### src/rtl/lm32_dp_fifo_ctrl.sv
// First-word-fall-through FIFO controller around an external registered-read dual-port RAM.
// A 2-entry output queue absorbs the one-cycle read latency so both sides run at one word per cycle.
module lm32_dp_fifo_ctrl #(
  parameter int data_width = 32,
  parameter int addr_width = 4
) (
  input  logic                  clk_i,
  input  logic                  rst_i,
  input  logic [data_width-1:0] push_data_i,
  input  logic                  push_valid_i,
  output logic                  push_ready_o,
  output logic [data_width-1:0] pop_data_o,
  output logic                  pop_valid_o,
  input  logic                  pop_ready_i,
  output logic                  ram_we_o,
  output logic [addr_width-1:0] ram_waddr_o,
  output logic [data_width-1:0] ram_wdata_o,
  output logic [addr_width-1:0] ram_raddr_o,
  input  logic [data_width-1:0] ram_rdata_i,
  output logic [addr_width+1:0] level_o
);

  localparam logic [addr_width:0] full_count = {1'b1, {addr_width{1'b0}}};

  logic [addr_width-1:0] wr_ptr;
  logic [addr_width-1:0] rd_ptr;
  logic [addr_width:0]   ram_count;
  logic                  inflight;
  logic [1:0]            oq_count;
  logic [data_width-1:0] oq0;
  logic [data_width-1:0] oq1;

  logic                  push_fire;
  logic                  pop_fire;
  logic                  issue;
  logic [1:0]            oq_after_pop;
  logic [1:0]            occ_after_pop;

  always_comb begin
    push_ready_o  = (ram_count != full_count);
    push_fire     = push_valid_i & push_ready_o;
    pop_valid_o   = (oq_count != 2'd0);
    pop_fire      = pop_valid_o & pop_ready_i;
    oq_after_pop  = oq_count - {1'b0, pop_fire};
    // Words already committed to the queue once this edge's pop is taken into account.
    occ_after_pop = oq_after_pop + {1'b0, inflight};
    issue         = (ram_count != '0) && (occ_after_pop < 2'd2);
  end

  assign ram_we_o    = push_fire;
  assign ram_waddr_o = wr_ptr;
  assign ram_wdata_o = push_data_i;
  assign ram_raddr_o = rd_ptr;
  assign pop_data_o  = oq0;
  assign level_o     = {1'b0, ram_count}
                     + {{(addr_width+1){1'b0}}, inflight}
                     + {{addr_width{1'b0}}, oq_count};

  always_ff @(posedge clk_i or posedge rst_i) begin
    if (rst_i) begin
      wr_ptr    <= '0;
      rd_ptr    <= '0;
      ram_count <= '0;
      inflight  <= 1'b0;
      oq_count  <= 2'd0;
      oq0       <= '0;
      oq1       <= '0;
    end else begin
      if (push_fire) wr_ptr <= wr_ptr + 1'b1;
      if (issue)     rd_ptr <= rd_ptr + 1'b1;
      inflight <= issue;

      case ({push_fire, issue})
        2'b10:   ram_count <= ram_count + 1'b1;
        2'b01:   ram_count <= ram_count - 1'b1;
        default: ram_count <= ram_count;
      endcase

      if (pop_fire) oq0 <= oq1;
      // Landing word goes to the first free slot after the pop; overrides the shift into oq0.
      if (inflight) begin
        if (oq_after_pop == 2'd0) oq0 <= ram_rdata_i;
        else                      oq1 <= ram_rdata_i;
      end
      oq_count <= oq_after_pop + {1'b0, inflight};
    end
  end

endmodule

### config.mk
export PLATFORM = sky130hd
export DESIGN_NAME = lm32_dp_fifo_ctrl
export DESIGN_NICKNAME = d
export VERILOG_FILES = /design/src/rtl/lm32_dp_fifo_ctrl.sv
export SDC_FILE = /design/constraint.sdc
export NUM_CORES = 1
export LEC_CHECK = 0
export CORE_MARGIN = 2
export CORE_UTILIZATION = 60
export DETAILED_ROUTE_END_ITERATION = 8
export DONT_BUFFER_PORTS = 1
export MAX_ROUTING_LAYER = met4
export PLACE_DENSITY = 0.78
export SYNTH_ARGS = -nofsm -noshare
export SYNTH_HDL_FRONTEND = slang
export SYNTH_SLANG_ARGS = --single-unit
export TNS_END_PERCENT = 10
### constraint.sdc
create_clock -name clk_i -period 7.9 [get_ports clk_i]
set_clock_uncertainty 0.2 [all_clocks]
set_input_delay 1.58 -clock clk_i [delete_from_list [all_inputs] [get_ports clk_i]]
set_output_delay 1.58 -clock clk_i [all_outputs]
set_load 0.02 [all_outputs]
=== Word-level counts from Yosys, hierarchy flattened ===
Cells that the tools add are included.

* Multiplexer cells: 4
* Multipliers: 0
* Equality and inequality tests: 3
* Magnitude comparators: 1
* Add/subtract/negate cells: 8
* Div/mod/pow operators: 0
* Bitwise logic cells: 3
* Shifts and indexed selects: 0
* Reduce and logical (&&, ||, !) cells: 6

{| class="wikitable"
|+ Operators with widths
! kind !! count
|-
| $mux 32 || 3
|-
| $pmux 5 s2 || 1
|-
| $add 4x1->4 const B || 2
|-
| $add 5x1->6 || 1
|-
| $add 6x2->6 || 1
|-
| $add 5x1->5 const B || 1
|-
| $ne 5x5->1 const B || 1
|-
| $reduce_bool 5->1 || 1
|-
| $sub 5x1->5 const B || 1
|-
| $reduce_bool 2->1 || 2
|-
| $add 2x1->2 || 1
|-
| $and 1x1->1 || 2
|-
| $eq 2x1->1 const B || 1
|-
| $eq 2x2->1 const B || 1
|-
| $logic_not 2->1 || 1
|-
| $lt 2x2->1 const B || 1
|-
| $reduce_and 2->1 || 1
|-
| $sub 2x1->2 || 1
|-
| $logic_and 1x1->1 || 1
|-
| $not 1->1 || 1
|}

* Bits in latches: 0
* ROM bits: 0
* Register bits after elaboration: 80
* Bits in writable memories: 0
* Output and inout port bits: 81
* Memories kept: 0
* Input port bits: 68

=== Longest topological paths before layout ===
* Depth in word-level cells: 8
* Mapped depth: 14
* Mapped depth without buffers: 13

=== Worst setup path before layout ===
Ideal clock, no wire load.

* Kind: input port to flip-flop
* Start: in pop_ready_i
* End: reg ram_count[4]
* Path slack: 3.174 ns
* Stages on the path: 14
* Arrival time: 4.392 ns
* Path buffers: 1
* Data required time: 7.566 ns
* Cells stage by stage: o21ai_2 buf_2 inv_1 ha_1 inv_1 ha_1 xnor3_1 o21ai_4 inv_1 ha_1 ha_1 or4b_2 o311ai_0 o211ai_1

* Cells in the longest elaborated chain, start to end: 7

{| class="wikitable"
|+ Ends and longest elaborated chain
! what !! RTL line !! text
|-
| start: declaration || 14 || <nowiki>input logic pop_ready_i,</nowiki>
|-
| $and 1x1->1 * || 43 || <nowiki>pop_fire = pop_valid_o & pop_ready_i;</nowiki>
|-
| $sub 2x1->2 * || 44 || <nowiki>oq_after_pop = oq_count - {1'b0, pop_fire};</nowiki>
|-
| $add 2x1->2 * || 46 || <nowiki>occ_after_pop = oq_after_pop + {1'b0, inflight};</nowiki>
|-
| $lt 2x2->1 * || 47 || <nowiki>issue = (ram_count != '0) && (occ_after_pop < 2'd2);</nowiki>
|-
| $logic_and 1x1->1 * || 47 ||
|-
| named net issue || 35 || <nowiki>logic issue;</nowiki>
|-
| $eq 2x1->1 / $eq 2x2->1 (equally long branches) || 73 || <nowiki>case ({push_fire, issue})</nowiki>
|-
| $pmux 5 s2 / $reduce_bool 2->1 (equally long branches) || - ||
|-
| end signal: assignment || 74 || <nowiki>2'b10: ram_count <= ram_count + 1'b1;</nowiki>
|-
| end signal: assignment || 75 || <nowiki>2'b01: ram_count <= ram_count - 1'b1;</nowiki>
|-
| end signal: assignment || 76 || <nowiki>default: ram_count <= ram_count;</nowiki>
|-
| end: declaration || 27 || <nowiki>logic [addr_width:0] ram_count;</nowiki>
|}

The timed path passes the listed nets; every way through them passes the cells marked *.
A chain may end at the register's enable or synchronous reset.

=== Worst setup path in the final report ===
Ends and elaborated chain as after synthesis.

==> summary.txt <==
Status
  – Status: finished clean

Routing
  – Vias per inst: 5.99
  – Met3 routed WL: 549 um
  – Post-Route WL: 6670 um
  – Routed Antenna Nets: 0
  – Routed length on met2: 3320 um
  – Met1 Wirelength: 2660 um
  – DR WL/cell: between 15 and 20 um
  – DR pass1 iterations: 6
  – Top Metal Used: met4
  – Via count of the routed design: approximately 2,100
  – # DRC: 0
  – DRC marker count from the first detailed-route iteration: 59

Worst setup path
  – Setup Crit Path Kind: input pin to register
  – Crit. End Element: register
  – Max incr delay on CP: 0.64 ns
  – Critical path's top delay family: adder cells
  – Slowest stage cell, crit path: or4b_2
  – Worst EP required: 7.91 ns
  – CP Cell Sequence: o21ai_4, buf_4, inv_1, ha_1, inv_1, ha_1, xnor3_1, o21ai_4, inv_1, ha_1, ha_1, or4b_2, o311ai_0, o211ai_1
  – Startpoint class of the critical path: input pin
  – Data arrival, critical path: 4.80 ns
  – Cell mode on critical path: ha_1
  – Critical path buffers and inverters: 4
  – CP max FO: 33

Final layout
  – Nets: 352
  – Post-route cell area: 0.00418 sq mm
  – Antenna Cells: 0
  – Area grow syn2layout: 2.68%
  – Share of post-route cells with drive strength above 1: roughly 45%
  – Final core occ: between 60% and 70%
  – Most common cell after layout, fill and taps aside: mux2_2
  – Most frequent cells in the layout: mux2_2, dfrtp_1, inv_1, clkbuf_8, ha_1
  – Fill count: a little over 500

STA
  – Final hold violation count: 0
  – Final setup fails: 0
  – Worst slew margin: 34.8%
  – RSZ-0062 raised after global routing: no
  – Final hold slack: 0.290 ns
  – Fmax: 209 MHz
  – Final slew viol count: 0
  – Setup TNS: 0 ns
  – Minimum clock period: between 4 and 5 ns
  – Final period util: between 60% and 70%
  – Pin slew with the least headroom to its limit: about 0.98 ns

Yosys
  – Mapped Nets: about 380
  – Async SR Flop Fraction: 100%
  – Multiplexer share of the synthesized area: 27.7%
  – Synthesized area per cell: 13.5 sq um
  – Synth Flop Type: dfrtp_1
  – Yosys cell types: 35
  – Main combinational cell family by area after synthesis: multiplexers
  – Seq cells post-synth: 80
  – Yosys warning total: 0
  – Synth Area in XOR/XNOR: 3.14%
  – Top cells by area, synth: dfrtp_1, mux2_2, buf_4, ha_1, xnor2_1
  – Mapped Cells: 301
  – Synth area leader: dfrtp_1
  – Post-synthesis compound-gate area fraction: 3.44%
  – Adder-Cell Fraction of Synth Area: under 10%
  – Post-synthesis sequential area ratio: about half
  – Top cell type's share of synthesized area: about half
  – Post-synth EDFFs: 0
  – Synth Cell Area: ~0.0041 sq mm
  – Simple-gate share of the synthesized area: 3.44%

Global routing
  – Initial antenna violation count: 0
  – First-pass GRT wire length: 11,300 um
  – Largest net degree at the start of global routing: around 80
  – Vias in the first global route: between 2,000 and 2,500
  – Global Route Usage Sum: approximately a fifth
  – GR Overflow Total: 0

Die
  – Std-Cell Rows: 30
  – Die W: 86.4 um
  – Die area: 0.00746 sq mm
  – Core ar.: 0.00668 sq mm
  – # IOs: 149
  – DIE HEIGHT: roughly 86 um
  – Initial core utilization: 60.9%

Clock network
  – Resized cells post-CTS: 0
  – Root Driver: clkbuf_8
  – Htree depth: 3
  – CTS Sinks: 80
  – Clk Latency, worst-skew pair: 0.34 ns
  – CTS hold repair buffers: 0
  – TritonCTS clock tree: yes
  – Num CTS Buffers: 9
  – Post-CTS Setup Inserts: 0
  – Clk slew on worst S/H paths: 0.08 ns
  – Clock Path Buffers: 2

Power and ir drop
  – Power Dens Cells: 567 mW/mm^2
  – Tot Pwr: 2.37 mW
  – Max IR drop VDD: around 0.41 mV
  – Pleak: 1.77 nW

Placement
  – I/O Buffers: 0
  – Final RePlAce weighted congestion: between 0.7 and 0.8
  – Placed Area: 0.00390 sq mm
  – Detailed placement HPWL: 4490 um

Job
  – Max-cap violation count: 0

Worst hold path
  – Hold WC Path Type: register to register
==> worst paths after layout <==
check | start | end | slack [ns] | depth (start not counted)
max in group asynchronous | rst_i | pop_data_o[1] | 5.65 | 2
worst min-delay path | oq1[24] | oq1[24] | 0.29 | 1
min in group asynchronous | rst_i | ram_waddr_o[1] | 1.23 | 2
worst max register to register | oq_count[1] | ram_count[4] | 3.72 | 14
worst max-delay path | pop_ready_i | ram_count[4] | 3.11 | 14
worst min register to register | oq1[24] | oq1[24] | 0.29 | 1
==> registers in the layout, indices dropped and copies added, names as in the netlist <==
name	cells
inflight	1
oq1	32
ram_waddr_o	4
pop_data_o	32
ram_count	5
oq_count	2
ram_raddr_o	4
==> kinds of logic after synthesis <==
kind of cell,Yosys count
XOR/XNOR,13
multiplexers,100
AO/OA/AOI/OAI,19
adder cells (fa/ha/maj),12
AND/OR/NAND/NOR,21
flip-flops,80
buffers and inverters,56
==> power by group <==
part           total, mW  leakage [nW]  switching (mW)  internal [mW]
Sequential         0.936         0.936           0.300          0.636
Clock              0.401         0.135           0.148          0.253
Combinational       1.03         0.701           0.473          0.558
Total               2.37          1.77           0.922           1.45
==> per-stage QoR <==
stage          worst slack (ns)  instances
3_3_place_gp               2.79        341
2_1_floorplan              3.17        301
5_1_grt                    2.79        357
3_5_place_dp               2.70        341
6_report                   3.11        357
4_1_cts                    3.08        357
==> per-layer routing <==
| layer | track usage (%) | up-vias |
|---|---|---|
| met1 | 24.6 | 1070 |
| met3 | 7.81 | 17 |
| met5 | - | - |
| met4 | 8.24 | 0 |
| li1 | - | 970 |
| met2 | 29.9 | 80 |
==> Yosys cell counts, types with 3 or more instances <==
cell type	number
a21oi_1	6
buf_2	6
buf_4	32
buf_6	3
dfrtp_1	80
fa_1	3
ha_1	9
inv_1	13
mux2_1	3
mux2_2	97
nand2_1	3
nand3_1	5
nor3b_1	5
o211ai_1	3
o21ai_0	3
xnor2_1	8
xor2_1	4
==> area by class of cell <==
class,count,area (sq um),area share [%]
multi-input cells,165,1730,41.3
flip-flops and latches,80,2000,47.9
inverters,13,50.0,1.20
clock inverters,6,139,3.32
clock buffers,10,138,3.29
repair buffers,3,22.5,0.539
well taps,80,100,2.40
Power figures use the tool's default switching activity.
